==> config.mk <==
export PLATFORM = sky130hd
export DESIGN_NAME = interrupt_dispatcher
export DESIGN_NICKNAME = d
export VERILOG_FILES = /design/src/rtl/cpu_pkg.sv /design/src/rtl/interrupt_dispatcher_priority_encoder.sv /design/src/rtl/interrupt_dispatcher.sv
export SDC_FILE = /design/constraint.sdc
export NUM_CORES = 1
export LEC_CHECK = 0
export CAP_MARGIN = 20
export CORE_UTILIZATION = 39
export CTS_CLUSTER_DIAMETER = 200
export DETAILED_ROUTE_END_ITERATION = 8
export PLACE_DENSITY = 0.76
export SLEW_MARGIN = 20
export SYNTH_ARGS = -nofsm -noshare
export SYNTH_HDL_FRONTEND = slang
export SYNTH_SLANG_ARGS = --single-unit
==> constraint.sdc <==
create_clock -name i_Clk -period 1.4 [get_ports i_Clk]
set_input_delay 0.42 -clock i_Clk [delete_from_list [all_inputs] [get_ports i_Clk]]
set_output_delay 0.42 -clock i_Clk [all_outputs]
set_load 0.02 [all_outputs]
==> src/rtl/cpu_pkg.sv <==
// cpu_pkg: shared CPU constants for sequencer state and interrupt register selection
package cpu_pkg;
  localparam logic [1:0] RUN = 2'd0;
  localparam logic [1:0] HALT = 2'd1;
  localparam logic [1:0] DISPATCH = 2'd2;
  localparam logic [15:0] DEFAULT_VECTOR_BASE = 16'h0040;
  localparam logic IE_SEL = 1'b0;
  localparam logic IF_SEL = 1'b1;
endpackage

==> src/rtl/interrupt_dispatcher_priority_encoder.sv <==
// priority_encoder: lowest-set-bit one-hot, its index, and an any-bit-set flag
module priority_encoder #(
  parameter int WIDTH = 8,
  localparam int IW = (WIDTH > 1) ? $clog2(WIDTH) : 1
) (
  input  logic [WIDTH-1:0] i_In,
  output logic [WIDTH-1:0] o_One_Hot,
  output logic [IW-1:0]    o_Index,
  output logic             o_Valid
);
  assign o_One_Hot = i_In & (~i_In + WIDTH'(1));
  assign o_Valid = |i_In;
  always_comb begin
    o_Index = '0;
    for (int k = WIDTH - 1; k >= 0; k--)
      if (i_In[k]) o_Index = IW'(k);
  end
endmodule

==> src/rtl/interrupt_dispatcher.sv <==
// interrupt_dispatcher: IE/IF/IME interrupt controller with EI delay, HALT wake-up and vectored dispatch
module interrupt_dispatcher
  import cpu_pkg::*;
#(
  parameter int          NUM_SOURCES   = 5,
  parameter logic [15:0] VECTOR_BASE   = DEFAULT_VECTOR_BASE,
  parameter int          VECTOR_STRIDE = 8
) (
  input  logic                   i_Clk,
  input  logic                   i_Reset_n,
  input  logic                   i_Enable,
  input  logic [NUM_SOURCES-1:0] i_Request,
  input  logic                   i_Reg_Sel,
  input  logic                   i_Reg_Write,
  input  logic [7:0]             i_Data,
  output logic [7:0]             o_Data,
  input  logic                   i_Boundary,
  input  logic                   i_EI,
  input  logic                   i_DI,
  input  logic                   i_RETI,
  input  logic                   i_Halt,
  input  logic                   i_Ack,
  output logic                   o_Handle_Interrupt,
  output logic [15:0]            o_Vector,
  output logic                   o_Halted,
  output logic                   o_IME
);
  localparam int N = NUM_SOURCES;
  localparam int IW = (N > 1) ? $clog2(N) : 1;
  localparam logic [15:0] STRIDE = 16'(VECTOR_STRIDE);
  if (NUM_SOURCES < 1 || NUM_SOURCES > 8) begin : g_bad_num_sources
    $error("interrupt_dispatcher: NUM_SOURCES must be in 1..8");
  end
  logic [1:0]    r_state;
  logic [N-1:0]  r_ie;
  logic [N-1:0]  r_if;
  logic [N-1:0]  r_mask;
  logic [IW-1:0] r_idx;
  logic          r_ime;
  logic          r_ei;
  logic [N-1:0]  w_pending;
  logic [N-1:0]  w_onehot;
  logic [IW-1:0] w_idx;
  logic          w_valid;
  logic [1:0]    w_state_next;
  logic          w_enter;
  logic          w_ack_clr;
  logic [N-1:0]  w_ie_next;
  logic [N-1:0]  w_if_next;
  logic [7:0]    w_data;
  logic          w_unused;
  assign w_unused = ^i_Data;
  assign w_pending = r_ie & r_if;
  priority_encoder #(.WIDTH(N)) u_pe (
    .i_In      (w_pending),
    .o_One_Hot (w_onehot),
    .o_Index   (w_idx),
    .o_Valid   (w_valid)
  );
  always_comb begin
    w_state_next = r_state;
    w_enter = 1'b0;
    case (r_state)
      RUN: begin
        w_enter = i_Boundary && r_ime && w_valid;
        w_state_next = w_enter ? DISPATCH : i_Halt ? HALT : RUN;
      end
      HALT: begin
        w_enter = w_valid && r_ime;
        w_state_next = !w_valid ? HALT : r_ime ? DISPATCH : RUN;
      end
      DISPATCH: w_state_next = i_Ack ? RUN : DISPATCH;
      default: w_state_next = RUN;
    endcase
  end
  // request beats the dispatch clear, which beats a register write
  assign w_ack_clr = (r_state == DISPATCH) && i_Ack;
  assign w_ie_next = (i_Reg_Write && i_Reg_Sel == IE_SEL) ? i_Data[N-1:0] : r_ie;
  assign w_if_next = (((i_Reg_Write && i_Reg_Sel == IF_SEL) ? i_Data[N-1:0] : r_if)
                      & ~(w_ack_clr ? r_mask : '0)) | i_Request;
  always_ff @(posedge i_Clk or negedge i_Reset_n) begin
    if (!i_Reset_n) begin
      r_state <= RUN;
      r_ie <= '0;
      r_if <= '0;
      r_mask <= '0;
      r_idx <= '0;
      r_ime <= 1'b0;
      r_ei <= 1'b0;
    end else if (i_Enable) begin
      r_state <= w_state_next;
      r_ie <= w_ie_next;
      r_if <= w_if_next;
      r_ime <= w_enter ? 1'b0 : i_DI ? 1'b0 : i_RETI ? 1'b1 : (i_Boundary && r_ei) ? 1'b1 : r_ime;
      r_ei <= i_DI ? 1'b0 : i_EI ? 1'b1 : (i_Boundary && r_ei) ? 1'b0 : r_ei;
      if (w_enter) begin
        r_idx <= w_idx;
        r_mask <= w_onehot;
      end
    end
  end
  always_comb begin
    w_data = 8'hFF;
    w_data[N-1:0] = (i_Reg_Sel == IF_SEL) ? r_if : r_ie;
  end
  assign o_Data = w_data;
  assign o_Handle_Interrupt = r_state == DISPATCH;
  assign o_Vector = (r_state == DISPATCH) ? VECTOR_BASE + 16'(r_idx) * STRIDE : 16'h0000;
  assign o_Halted = r_state == HALT;
  assign o_IME = r_ime;
endmodule

* Yosys cells after proc, flatten, opt, wreduce, memory -nomap -nowiden *
Index checks and enable logic that the tools add are counted.

word-level totals
  output and inout port bits = 27
  input bits = 24
  register bits = 22

cells by class
  bitwise gates (word level) = 7
  equal/unequal tests = 2
  $add $sub $neg = 2
  multiplexer cells = 23
  reduce and logical (&&, ||, !) cells = 15

operators with widths
  operator             number
  $and 5x5->5          3
  $mux 3               5
  $mux 5               3
  $not 5->5            2
  $add 7x6->8 const A  1
  $mux 1               8
  $mux 2               4
  $mux 8               1
  $reduce_and 2->1     4
  $logic_and 1x1->1    7
  $pmux 2 s3           1
  $add 5x1->5 const B  1
  $or 5x5->5           1
  $reduce_or 5->1      1
  $reduce_bool 4->1    1
  $reduce_bool 3->1    1
  $eq 2x1->1 const B   1
  $eq 2x2->1 const B   1
  $logic_not 2->1      1
  $pmux 1 s2           1
  $not 1->1            1

* Depth between registers and ports, before layout *
  depth after elaboration = 6
  depth in mapped cells = 6
  depth with buffers taken out = 4

* Cells and area by module *
From an unflattened synthesis, not the netlist that was laid out.

second synthesis, totals
  cell total of the unflattened synthesis = 128
  area total of the unflattened synthesis = 1326.3 sq um

by module, submodules not included
  module                cells an instance  seq. area each (sq um)  area an instance (sq um)  times used
  interrupt_dispatcher  115                550.5                   1253.7                    1
  priority_encoder      13                 0.0                     72.6                      1

* Least setup slack after synthesis *
Ideal clock, no wire load.

  path kind = input port to flip-flop
  start point = input port i_Enable
  end point = register r_idx[0]
  arrival time = 1.429 ns
  library setup time = 0.125 ns
  setup slack = -0.154 ns
  stages = 5
  path buffers = 1
  cell sequence = buf_4 > inv_1 > nor4b_4 > nand2_4 > mux2_4

on the way
  word-level cells in the longest chain between the ends = 1

RTL lines
  element                     line                        RTL
  start, declared             interrupt_dispatcher.sv:11  input logic i_Enable,
  $reduce_and 2->1 (no line)  --
  end signal, assigned        interrupt_dispatcher.sv:97  r_idx <= w_idx;
  end, declared               interrupt_dispatcher.sv:38  logic [IW-1:0] r_idx;

No other way between the ends.
A chain may end at the register's enable or synchronous reset.

* Worst setup path in the final report *
  start point = register r_state[0]
  end point = output port o_Vector[4]

on the way
  word-level cells in the longest chain between the ends = 2

RTL lines
  element                 line                         RTL
  start, declared         interrupt_dispatcher.sv:34   logic [1:0] r_state;
  start signal, assigned  interrupt_dispatcher.sv:91   r_state <= w_state_next;
  $eq 2x2->1              interrupt_dispatcher.sv:108  assign o_Vector = (r_state == DISPATCH) ? VECTOR_BASE + 16'(r_idx) * STRIDE : 16'h0000;
  $mux 8                  interrupt_dispatcher.sv:108
  end, declared           interrupt_dispatcher.sv:24   output logic [15:0] o_Vector,

No other way between the ends.

==> results.cfg <==
[routing]
via_count = 1221
routed_via_density = 5.088
postRouteAntennaNets = 0
wl_mm = 3.717
dr.pass1.iters = 4
wl_per_cell_um = 15.49
drcViolationCount = 0
drt_iter0_drc = 39

[outcome]
outcome = finished with violations
violations = negative setup slack

[cts]
cts-buffers-inserted = 3
clkSinkCount = 22
htreeDepth = 1
clk_pin_slew_worst_paths_ps = 130
ctsHoldBuffers = 0
clockRootBuffer = clkbuf_4
clockBufferDepth = 2
cts_tree = built
clock_latency_ps = 330

[sta]
grt_setup_unrepaired = true
final_hold_viol_count = 0
setup_tns_ps = -2477
fmax_mhz = 602.7
worst_slack_ps = -259.3
setup_viol = 18
period_share_pct = 118.5
finalCriticalPeriod_ps = 1659
skew_ps = 8.674
slew_viol_final = 0
whs_ps = 426.3

[die]
die_w_um = 59.07
core_mm2 = 0.003078
die-area_mm2 = 0.003489
fp.dieH_um = 59.07
rows = 20
ios = 51
start_util_pct = 41.26

[global_routing]
grt_pass1_wl_mm = 5.547
grt_pass1_vias = 1161
track_usage_pct = 21.59
antenna_found_initial = 0
gr-total-overflow = 0
grt_max_degree = 23

[cells_and_area]
drive_gt1_share_pct = 46.43
final_common_cell = buf_4
fill_cells = 242
seqCellArea_um2 = 550.5
nets = 221
final_cell_mix = buf_4, dfrtp_1, buf_6
final_cell_area_mm2 = 0.002034
n_antenna_cell = 0
multi_input_area_um2 = 708.2
syn2layout_area_growth_pct = 60.20

[worst_setup_path]
end_kind = primary output
crit_type = flip-flop to primary output
worstSetupStartpointType = flip-flop
cp_data_arrival_time_ps = 1240
crit_fanout = 4
required_ps = 980

[power]
vdd_drop_max_mv = 0.6605
leakagePower_nw = 0.9400
powerDensity_mw_per_mm2 = 1366

[yosys]
avgSynthCellArea_um2 = 10.00
ys_seq_area_share_pct = 43.35
ys_ff_latch = 22
synthTopCellsByArea = dfrtp_1, buf_4, mux2_2, o21ai_0, nand2_1
syn_area_mm2 = 0.001270
ys_warn_count = 0
synthCells = 127
synth_top_area_share_pct = 43.35
synth_top_cell_by_area = dfrtp_1
synth_cell_types = 31

[placement]
io_buffer_count = 32
placed_area_mm2 = 0.001812
dp_hpwl_mm = 2.432
gp_congestion = 0.8091
pre_cts_ws_ps = -930.1

[min_path]
hold_class = primary input to async pin

[run]
drv_cap = 0
## repair_timing
| action | in CTS | in global routing |
|---|---|---|
| pin swaps | 6 | 7 |
| endpoints found under the hold margin | 0 | 0 |
| endpoints found under the setup margin | 32 | 28 |
| resized for setup | 97 | 18 |
| buffers inserted | 6 | 3 |
## registers in the layout, indices dropped and copies added, names as in the netlist
name / flops
o_IME: 1
r_ei: 1
r_idx: 3
r_ie: 5
r_if: 5
r_mask: 5
r_state: 2
## layer usage
layer | vias to the layer above | GRT usage, % | wire length [um] | share of wire (%)
met3 | 9 | 4.803 | 178 | 4.8
met2 | 44 | 37.34 | 1888 | 51
li1 | 568 | - | - | -
met5 | - | 0 | 0 | 0
met1 | 600 | 26.28 | 1580 | 43
met4 | 0 | 7.823 | 70 | 1.9
## power by group
part | total (mW) | leakage, nW | internal [mW] | switching, mW
Combinational | 1.46 | 0.654 | 0.813 | 0.650
Sequential | 0.949 | 0.265 | 0.816 | 0.133
Clock | 0.369 | 0.0210 | 0.160 | 0.209
Total | 2.78 | 0.940 | 1.79 | 0.992
## cell usage after synthesis
cell type	instances
dfrtp_1	22
buf_4	17
nand2_1	12
o21ai_0	11
mux2_2	10
a21oi_1	8
a31oi_1	6
and2_1	4
a22oi_1	3
a2bb2oi_1	3
inv_1	3
o2bb2ai_1	3
buf_2	2
clkbuf_1	2
conb_1	2
nand3_1	2
nand3b_1	2
o22ai_1	2
a21o_1	1
a221oi_1	1
a22o_1	1
a32o_1	1
and2b_2	1
and3_1	1
and3b_2	1
mux2_4	1
nand2_4	1
nor2_1	1
nor2_2	1
nor4b_4	1
o21a_1	1
## cell type report
type / instances / share of cell area [%]
Clock buffer: 4 / 1.784
Inverter: 3 / 0.7995
Multi-Input combinational cell: 94 / 34.81
Sequential cell: 22 / 27.06
Tap cell: 44 / 2.706
Timing Repair Buffer: 73 / 32.84
## worst paths after layout
| kind | endpoint | slack [ps] | from | cells past startpoint |
|---|---|---|---|---|
| min in group i_Clk | r_mask[0] | 540 | r_mask[0] | 1 |
| max in group asynchronous | r_idx[1] | 830 | i_Reset_n | 2 |
| hold / removal | r_ie[2] | 430 | i_Reset_n | 2 |
| setup / recovery | o_Vector[4] | -260 | r_state[0] | 3 |
| setup reg to reg | r_idx[0] | -80 | r_state[1] | 5 |
| hold reg to reg | r_mask[0] | 540 | r_mask[0] | 1 |
## critical path, cell delays in order (launching register included)
cell	delay (ps)
dfrtp_1	390
and2b_2	270
and2_4	150
buf_6	110
## metrics by stage
step	power [mW]	util, %	std cells
2_1_floorplan	1.555	-	140
3_3_place_gp	2.079	58.86	228
3_5_place_dp	2.122	58.86	228
4_1_cts	2.677	64.63	238
5_1_grt	2.923	66.10	240
6_report	2.780	66.10	240
## cell families (layout without fill, tap and decap cells)
logic type	Yosys count	count (layout)	share of synthesized area, %
AOI/OAI and AO/OA	41	41	20.69
and+or+nand+nor	27	27	13.00
buffers and inverters	24	80	12.32
DFF	22	22	43.35
muxes	11	11	10.05
other	2	15	0.5914
No activity file was read; power rests on OpenSTA's default activity.
